## src/rtl/datapath_ctrl_pkg.sv

```systemverilog
// Shared types, field slicers and select encodings for the datapath instruction sequencer.
// Pure declarations: no latency, no flow control.
package datapath_ctrl_pkg;

    typedef enum logic [3:0] {
        OPC_NOP  = 4'h0,
        OPC_ALU  = 4'h1,
        OPC_LDI  = 4'h2,
        OPC_IN   = 4'h3,
        OPC_JMP  = 4'h5,
        OPC_BRF  = 4'h6,
        OPC_HALT = 4'hF
    } opcode_e;

    typedef enum logic [2:0] {
        ST_IDLE,
        ST_FETCH,
        ST_DECODE,
        ST_EXECUTE,
        ST_HALTED
    } state_e;

    localparam logic [3:0] SEL_ALU     = 4'd0;
    localparam logic [3:0] SEL_IMM     = 4'd1;
    localparam logic [3:0] SEL_IN_BASE = 4'd8;
    localparam logic [2:0] CMP_OP      = 3'd7;

    // Control bundle handed from the decoder to the top before EXECUTE gating.
    typedef struct packed {
        logic       wen;
        logic [3:0] wa;
        logic [3:0] raa;
        logic [3:0] rab;
        logic [2:0] op;
        logic [3:0] sel;
        logic [7:0] ctrl;
    } ctrl_t;

    function automatic logic [3:0] f_opc(input logic [19:0] ir);
        return ir[19:16];
    endfunction

    function automatic logic [3:0] f_wa(input logic [19:0] ir);
        return ir[15:12];
    endfunction

    function automatic logic [3:0] f_ra(input logic [19:0] ir);
        return ir[11:8];
    endfunction

    function automatic logic [3:0] f_rb(input logic [19:0] ir);
        return ir[7:4];
    endfunction

    function automatic logic [3:0] f_aux(input logic [19:0] ir);
        return ir[3:0];
    endfunction

    function automatic logic [7:0] f_imm8(input logic [19:0] ir);
        return {ir[11:8], ir[7:4]};
    endfunction

    function automatic logic [7:0] f_tgt(input logic [19:0] ir);
        return {ir[15:12], ir[3:0]};
    endfunction

endpackage

```

## src/rtl/datapath_ctrl_decoder.sv

```systemverilog
// Combinational instruction decoder: IR to datapath controls plus class flags.
// Zero latency; no flow control, the sequencer gates the result to EXECUTE.
module datapath_ctrl_decoder
    import datapath_ctrl_pkg::*;
(
    input  logic [19:0] i_ir,
    output ctrl_t       o_ctrl,
    output logic        o_illegal_op,
    output logic        o_is_branch,
    output logic        o_is_jump,
    output logic        o_is_halt
);

    logic [3:0] w_aux;

    assign w_aux = f_aux(i_ir);

    always_comb begin
        o_ctrl       = '0;
        o_illegal_op = 1'b0;
        o_is_branch  = 1'b0;
        o_is_jump    = 1'b0;
        o_is_halt    = 1'b0;
        case (f_opc(i_ir))
            OPC_NOP: ;
            OPC_ALU: begin
                o_ctrl.wen = 1'b1;
                o_ctrl.wa  = f_wa(i_ir);
                o_ctrl.raa = f_ra(i_ir);
                o_ctrl.rab = f_rb(i_ir);
                o_ctrl.op  = w_aux[2:0];
                o_ctrl.sel = SEL_ALU;
            end
            OPC_LDI: begin
                o_ctrl.wen  = 1'b1;
                o_ctrl.wa   = f_wa(i_ir);
                o_ctrl.ctrl = f_imm8(i_ir);
                o_ctrl.sel  = SEL_IMM;
            end
            OPC_IN: begin
                o_ctrl.wen = 1'b1;
                o_ctrl.wa  = f_wa(i_ir);
                o_ctrl.sel = SEL_IN_BASE | {1'b0, w_aux[2:0]};
            end
            OPC_JMP: o_is_jump = 1'b1;
            OPC_BRF: begin
                // Compare operands are presented so Flag settles before the closing edge.
                o_is_branch = 1'b1;
                o_ctrl.raa  = f_ra(i_ir);
                o_ctrl.rab  = f_rb(i_ir);
                o_ctrl.op   = CMP_OP;
            end
            OPC_HALT: o_is_halt = 1'b1;
            default:  o_illegal_op = 1'b1;
        endcase
    end

endmodule

```

## src/rtl/datapath_controller.sv

```systemverilog
// Multi-cycle sequencer: FETCH/DECODE/EXECUTE, one instruction per three cycles.
// start is ignored while busy; controls are combinational from state and IR.
module datapath_controller
    import datapath_ctrl_pkg::*;
#(
    parameter int PC_W = 8
) (
    input  logic            clk,
    input  logic            rst,
    input  logic            start,
    output logic            busy,
    output logic            halted,
    output logic            illegal,
    output logic [PC_W-1:0] imem_addr,
    input  logic [19:0]     imem_data,
    input  logic            Flag,
    output logic [7:0]      Ctrl,
    output logic [3:0]      Sel,
    output logic            Wen,
    output logic [3:0]      WA,
    output logic [3:0]      RAA,
    output logic [3:0]      RAB,
    output logic [2:0]      Op
);

    state_e          r_state;
    logic [PC_W-1:0] r_pc;
    logic [19:0]     r_ir;
    logic            r_busy;
    logic            r_halted;
    logic            r_illegal;

    ctrl_t           w_dec;
    logic            w_illegal_op;
    logic            w_is_branch;
    logic            w_is_jump;
    logic            w_is_halt;
    logic            w_exec;
    logic [PC_W-1:0] w_tgt;
    logic [PC_W-1:0] w_pc_inc;

    datapath_ctrl_decoder u_decoder (
        .i_ir         (r_ir),
        .o_ctrl       (w_dec),
        .o_illegal_op (w_illegal_op),
        .o_is_branch  (w_is_branch),
        .o_is_jump    (w_is_jump),
        .o_is_halt    (w_is_halt)
    );

    assign w_exec   = (r_state == ST_EXECUTE);
    assign w_tgt    = PC_W'(f_tgt(r_ir));
    assign w_pc_inc = r_pc + PC_W'(1);

    always_ff @(posedge clk or posedge rst) begin
        if (rst) begin
            r_state   <= ST_IDLE;
            r_pc      <= '0;
            r_ir      <= '0;
            r_busy    <= 1'b0;
            r_halted  <= 1'b0;
            r_illegal <= 1'b0;
        end else begin
            case (r_state)
                ST_IDLE, ST_HALTED: begin
                    if (start) begin
                        r_state   <= ST_FETCH;
                        r_pc      <= '0;
                        r_busy    <= 1'b1;
                        r_halted  <= 1'b0;
                        r_illegal <= 1'b0;
                    end
                end
                ST_FETCH: r_state <= ST_DECODE;
                ST_DECODE: begin
                    r_ir    <= imem_data;
                    r_state <= ST_EXECUTE;
                end
                ST_EXECUTE: begin
                    if (w_illegal_op) begin
                        r_illegal <= 1'b1;
                    end
                    // A halted PC keeps pointing at the HALT word.
                    if (w_is_halt) begin
                        r_state  <= ST_HALTED;
                        r_busy   <= 1'b0;
                        r_halted <= 1'b1;
                    end else begin
                        r_state <= ST_FETCH;
                        if (w_is_jump || (w_is_branch && Flag)) begin
                            r_pc <= w_tgt;
                        end else begin
                            r_pc <= w_pc_inc;
                        end
                    end
                end
                default: r_state <= ST_IDLE;
            endcase
        end
    end

    assign busy      = r_busy;
    assign halted    = r_halted;
    assign illegal   = r_illegal;
    assign imem_addr = r_pc;

    assign Wen  = w_exec & w_dec.wen;
    assign WA   = w_exec ? w_dec.wa   : '0;
    assign RAA  = w_exec ? w_dec.raa  : '0;
    assign RAB  = w_exec ? w_dec.rab  : '0;
    assign Op   = w_exec ? w_dec.op   : '0;
    assign Sel  = w_exec ? w_dec.sel  : '0;
    assign Ctrl = w_exec ? w_dec.ctrl : '0;

endmodule

```

## config.mk

```make
export PLATFORM = sky130hd
export DESIGN_NAME = datapath_controller
export DESIGN_NICKNAME = d
export VERILOG_FILES = /design/src/rtl/datapath_ctrl_pkg.sv /design/src/rtl/datapath_ctrl_decoder.sv /design/src/rtl/datapath_controller.sv
export SDC_FILE = /design/constraint.sdc
export NUM_CORES = 1
export LEC_CHECK = 0
export ABC_AREA = 0
export CORE_MARGIN = 2
export CORE_UTILIZATION = 42
export CTS_BUF_LIST = sky130_fd_sc_hd__clkbuf_4 sky130_fd_sc_hd__clkbuf_8
export DETAILED_ROUTE_END_ITERATION = 8
export PLACE_DENSITY = 0.84
export SETUP_SLACK_MARGIN = 0.1
export SYNTH_ARGS = -nofsm -noshare
export SYNTH_HDL_FRONTEND = slang
export SYNTH_SLANG_ARGS = --single-unit
```

## constraint.sdc

```tcl
create_clock -name clk -period 2.6 [get_ports clk]
set_input_delay 0.65 -clock clk [delete_from_list [all_inputs] [get_ports clk]]
set_output_delay 0.65 -clock clk [all_outputs]
set_load 0.01 [all_outputs]
```

==> key figures <==
Finish
  • Commonest non-fill, non-tap cell in the layout: sky130_fd_sc_hd__clkdlybuf4s50_1
  • Final nets: 300
  • Share of cells above drive strength 1: 34.1%
  • P&R area growth vs syn: 52.1%
  • Commonest cells after routing, fill and taps aside: 34 x sky130_fd_sc_hd__clkdlybuf4s50_1, 32 x sky130_fd_sc_hd__dfrtp_1, 23 x sky130_fd_sc_hd__buf_4
  • Ant diodes: 0

Setup path
  • Reg-to-reg critical path endpoint: imem_addr[3]
  • Worst setup slack for register-to-register paths: 0.82 ns
  • Cell type group with the largest total delay on the critical path: simple AND/OR/NAND/NOR gates
  • FF-to-FF path depth: 7
  • Critical path class: reg2out
  • CP Buf/Inv Count: 3
  • Worst-path cell chain: nand3b_1 -> nor4_2 -> buf_4 -> buf_4 -> and2_1 -> clkdlybuf4s15_1
  • Critical Path Start Type: register
  • Delay of the slowest cell on the worst path: 0.39 ns
  • FF-to-FF Start: r_state[2]
  • Arrival @ worst endpoint: 1.86 ns
  • Sort of element at the end of the critical path: output port
  • Most Frequent Cell on Critical Path: sky130_fd_sc_hd__buf_4
  • Slowest stage cell, crit path: sky130_fd_sc_hd__dfrtp_1
  • Required time at the worst-slack endpoint: 1.95 ns
  • Largest fanout on the critical path: 3

Run
  • Number of maximum-capacitance violations: 0

Worst hold path
  • Depth of the worst hold-timing path: 1
  • Worst hold endpoint: r_state[1]
  • Tightest Hold Check Type: reg2reg
  • Origin of the worst min-delay path: r_state[2]

Yosys
  • Share of synthesized area occupied by flip-flops and latches: 44.6%
  • Number of enable-type register cells in the synthesized netlist: 0
  • Yosys cell types: 46
  • Async S/R FF share, synth: 100%
  • Biggest area consumer among synthesized cells: sky130_fd_sc_hd__dfrtp_1
  • Count of synthesis-stage warnings from yosys: 0
  • Syn_nets: 212
  • Avg Cell Area, Syn: 10.2 µm²
  • Most area-consuming cells after synthesis: sky130_fd_sc_hd__dfrtp_1 45%, sky130_fd_sc_hd__mux2_2 13%, sky130_fd_sc_hd__and2_1 7.2%
  • Flops & latches, synth: 34
  • Post-synth top area share: 44.6%
  • Main synth FF type: sky130_fd_sc_hd__dfrtp_1
  • Post-synthesis instance area: 1910 µm²
  • Post-Syn Instances: 187

Route
  • Average detailed-routed wire length per instance: 16.0 µm
  • Routed wire length: 5260 µm
  • Violation count after the first detailed-routing iteration: 62
  • Detailed-router iteration count before antenna repair: 4
  • Final ANT Viol Nets: 0
  • Number of vias per cell: 5.33
  • DR vias: 1749
  • DRC Markers: 0

Clock network
  • Level count of the clock H-tree: 2
  • Number of clock sinks: 34
  • Clock tree root driver cell: sky130_fd_sc_hd__clkbuf_8
  • Max Root-Sink Buffers: 2
  • Register clock-pin slew on the reported worst setup and hold paths: 0.07 ns
  • Clock insertion delay at the later pin of the skew report: 0.29 ns
  • TritonCTS clock tree: done
  • Number of buffers inserted during clock tree synthesis: 5

Placement
  • Port Buffers: 62
  • Routability congestion estimate from global placement: 0.734
  • Setup slack at placement: 0.0968 ns
  • Detail Placement HPWL: 3530 µm

STA
  • Achievable Freq: 0.399 GHz
  • Worst Tran Pin Value: 0.452 ns
  • Number of pins exceeding their max-slew limit in the final report: 0
  • Setup TNS Final: 0 ns
  • Final Setup Violations: 0
  • Clk_skew: 0.00671 ns
  • Headroom to the max-slew limit: 69.8%
  • Post-route minimum period: 2.51 ns
  • Setup repair after global routing missed its margin: true
  • Share of the cycle needed by the critical path after routing: 96.4%
  • Final hold violation count: 0
  • Final WS setup: 0.0935 ns

GRT
  • Global-route congestion overflow total: 0
  • Number of antenna violations at the first check in global routing: 0
  • Global-route wire length before repair: 8660 µm
  • Tot GR Track Use: 21.6%
  • Via count of the first global-routing pass: 1858
  • Maximum number of pins on one net before global-route repair: 35

Power and ir drop
  • P_leak: 1.34 nW
  • Worst vdd ir: 0.000556 V
  • Final Total Pwr: 3.13 mW
  • Pwr dens: 1080 nW/µm²

Status
  • Status: completed

Die
  • Core footprint: 4350 µm²
  • Die width: 71.4 µm
  • Placement row count: 24
  • Initial standard-cell utilization of the core: 43.8%
  • Boundary Pins: 63
  • Floorplan die height: 71.4 µm
  • Overall die area: 5100 µm²
report_power, final:
part | internal, mW | switching (mW)
clock network | 0.224 | 0.199
logic | 0.900 | 0.751
registers | 0.787 | 0.270
sequential cells by signal, summed over array words and instances, names as in the netlist:
| register | count |
|---|---|
| imem_addr | 8 |
| r_ir | 20 |
| halted | 1 |
| illegal | 1 |
| busy | 1 |
| r_state | 3 |
worst max-delay path by stage:
stage	from	endpoint	slack, ns	depth (start not counted)
CTS	r_ir[17]	RAA[0]	0.10	8
floorplan	r_ir[18]	RAA[0]	0.62	5
global route	r_state[2]	WA[2]	-0.01	6
global placement	r_state[0]	Sel[1]	0.17	5
finish	r_state[2]	Ctrl[4]	0.09	6
detailed placement	r_state[2]	Sel[1]	0.1	5
kinds of logic after synthesis:
group / synth area share [%]
DFF: 44.6
adders and majority gates: 0.656
and+or+nand+nor: 21.3
muxes: 16.9
buffers and inverters: 4.53
xor gates and xnor gates: 0.459
AOI/OAI and AO/OA: 11.5
Yosys cell counts (all sizes together) (2+ instances only):
cell	count
and3b	2
mux2i	6
mux2	23
nand2b	2
nand4	2
nor2b	2
o21a	2
nand3	7
o21ai	5
a21o	2
clkbuf	3
buf	6
nor4	2
nand2	17
o22ai	4
nor2	7
inv	8
nor3	4
dfrtp	34
nand3b	2
a31oi	2
and2	22
a21oi	7
what timing repair did:
item                       in CTS  in global routing
hold buffers                    0                  0
setup buffers                  11                  4
pin swaps                       3                  2
setup endpoints to repair      28                 16
gates resized for setup        57                 44
hold endpoints to repair        0                  0
metal layers:
layer  vias to the layer above  routed length, µm  global-route usage [%]  share of wire (%)
met1                       846               2160                    25.9                 41
li1                        840                  -                       -                  -
met3                         6                377                    7.31                7.2
met4                         0                 65                    7.97                1.2
met2                        57               2650                    36.0                 50
met5                         -                  0                       0                  0
per-stage QoR:
| stage | utilization [%] | hold slack [ns] | cells | cell area [µm²] |
|---|---|---|---|---|
| 6_report | 66.6 | 0.438 | 328 | 2900 |
| 5_1_grt | 66.6 | 0.461 | 328 | 2900 |
| 4_1_cts | 65.2 | 0.463 | 324 | 2840 |
| 3_5_place_dp | 60.5 | 0.459 | 305 | 2630 |
| 3_3_place_gp | 60.5 | 0.439 | 305 | 2630 |
| 2_1_floorplan | - | 0.427 | 187 | 1910 |
area by class of cell:
type	count	area, µm²
flip-flops and latches	34	853
inverters	8	30.0
well taps	52	65.1
multi-input cells	136	1040
clock buffers	7	90.1
fillers	296	1450
clock inverters	1	5.00
repair buffers	90	815
(Power assumes the default switching activity.)
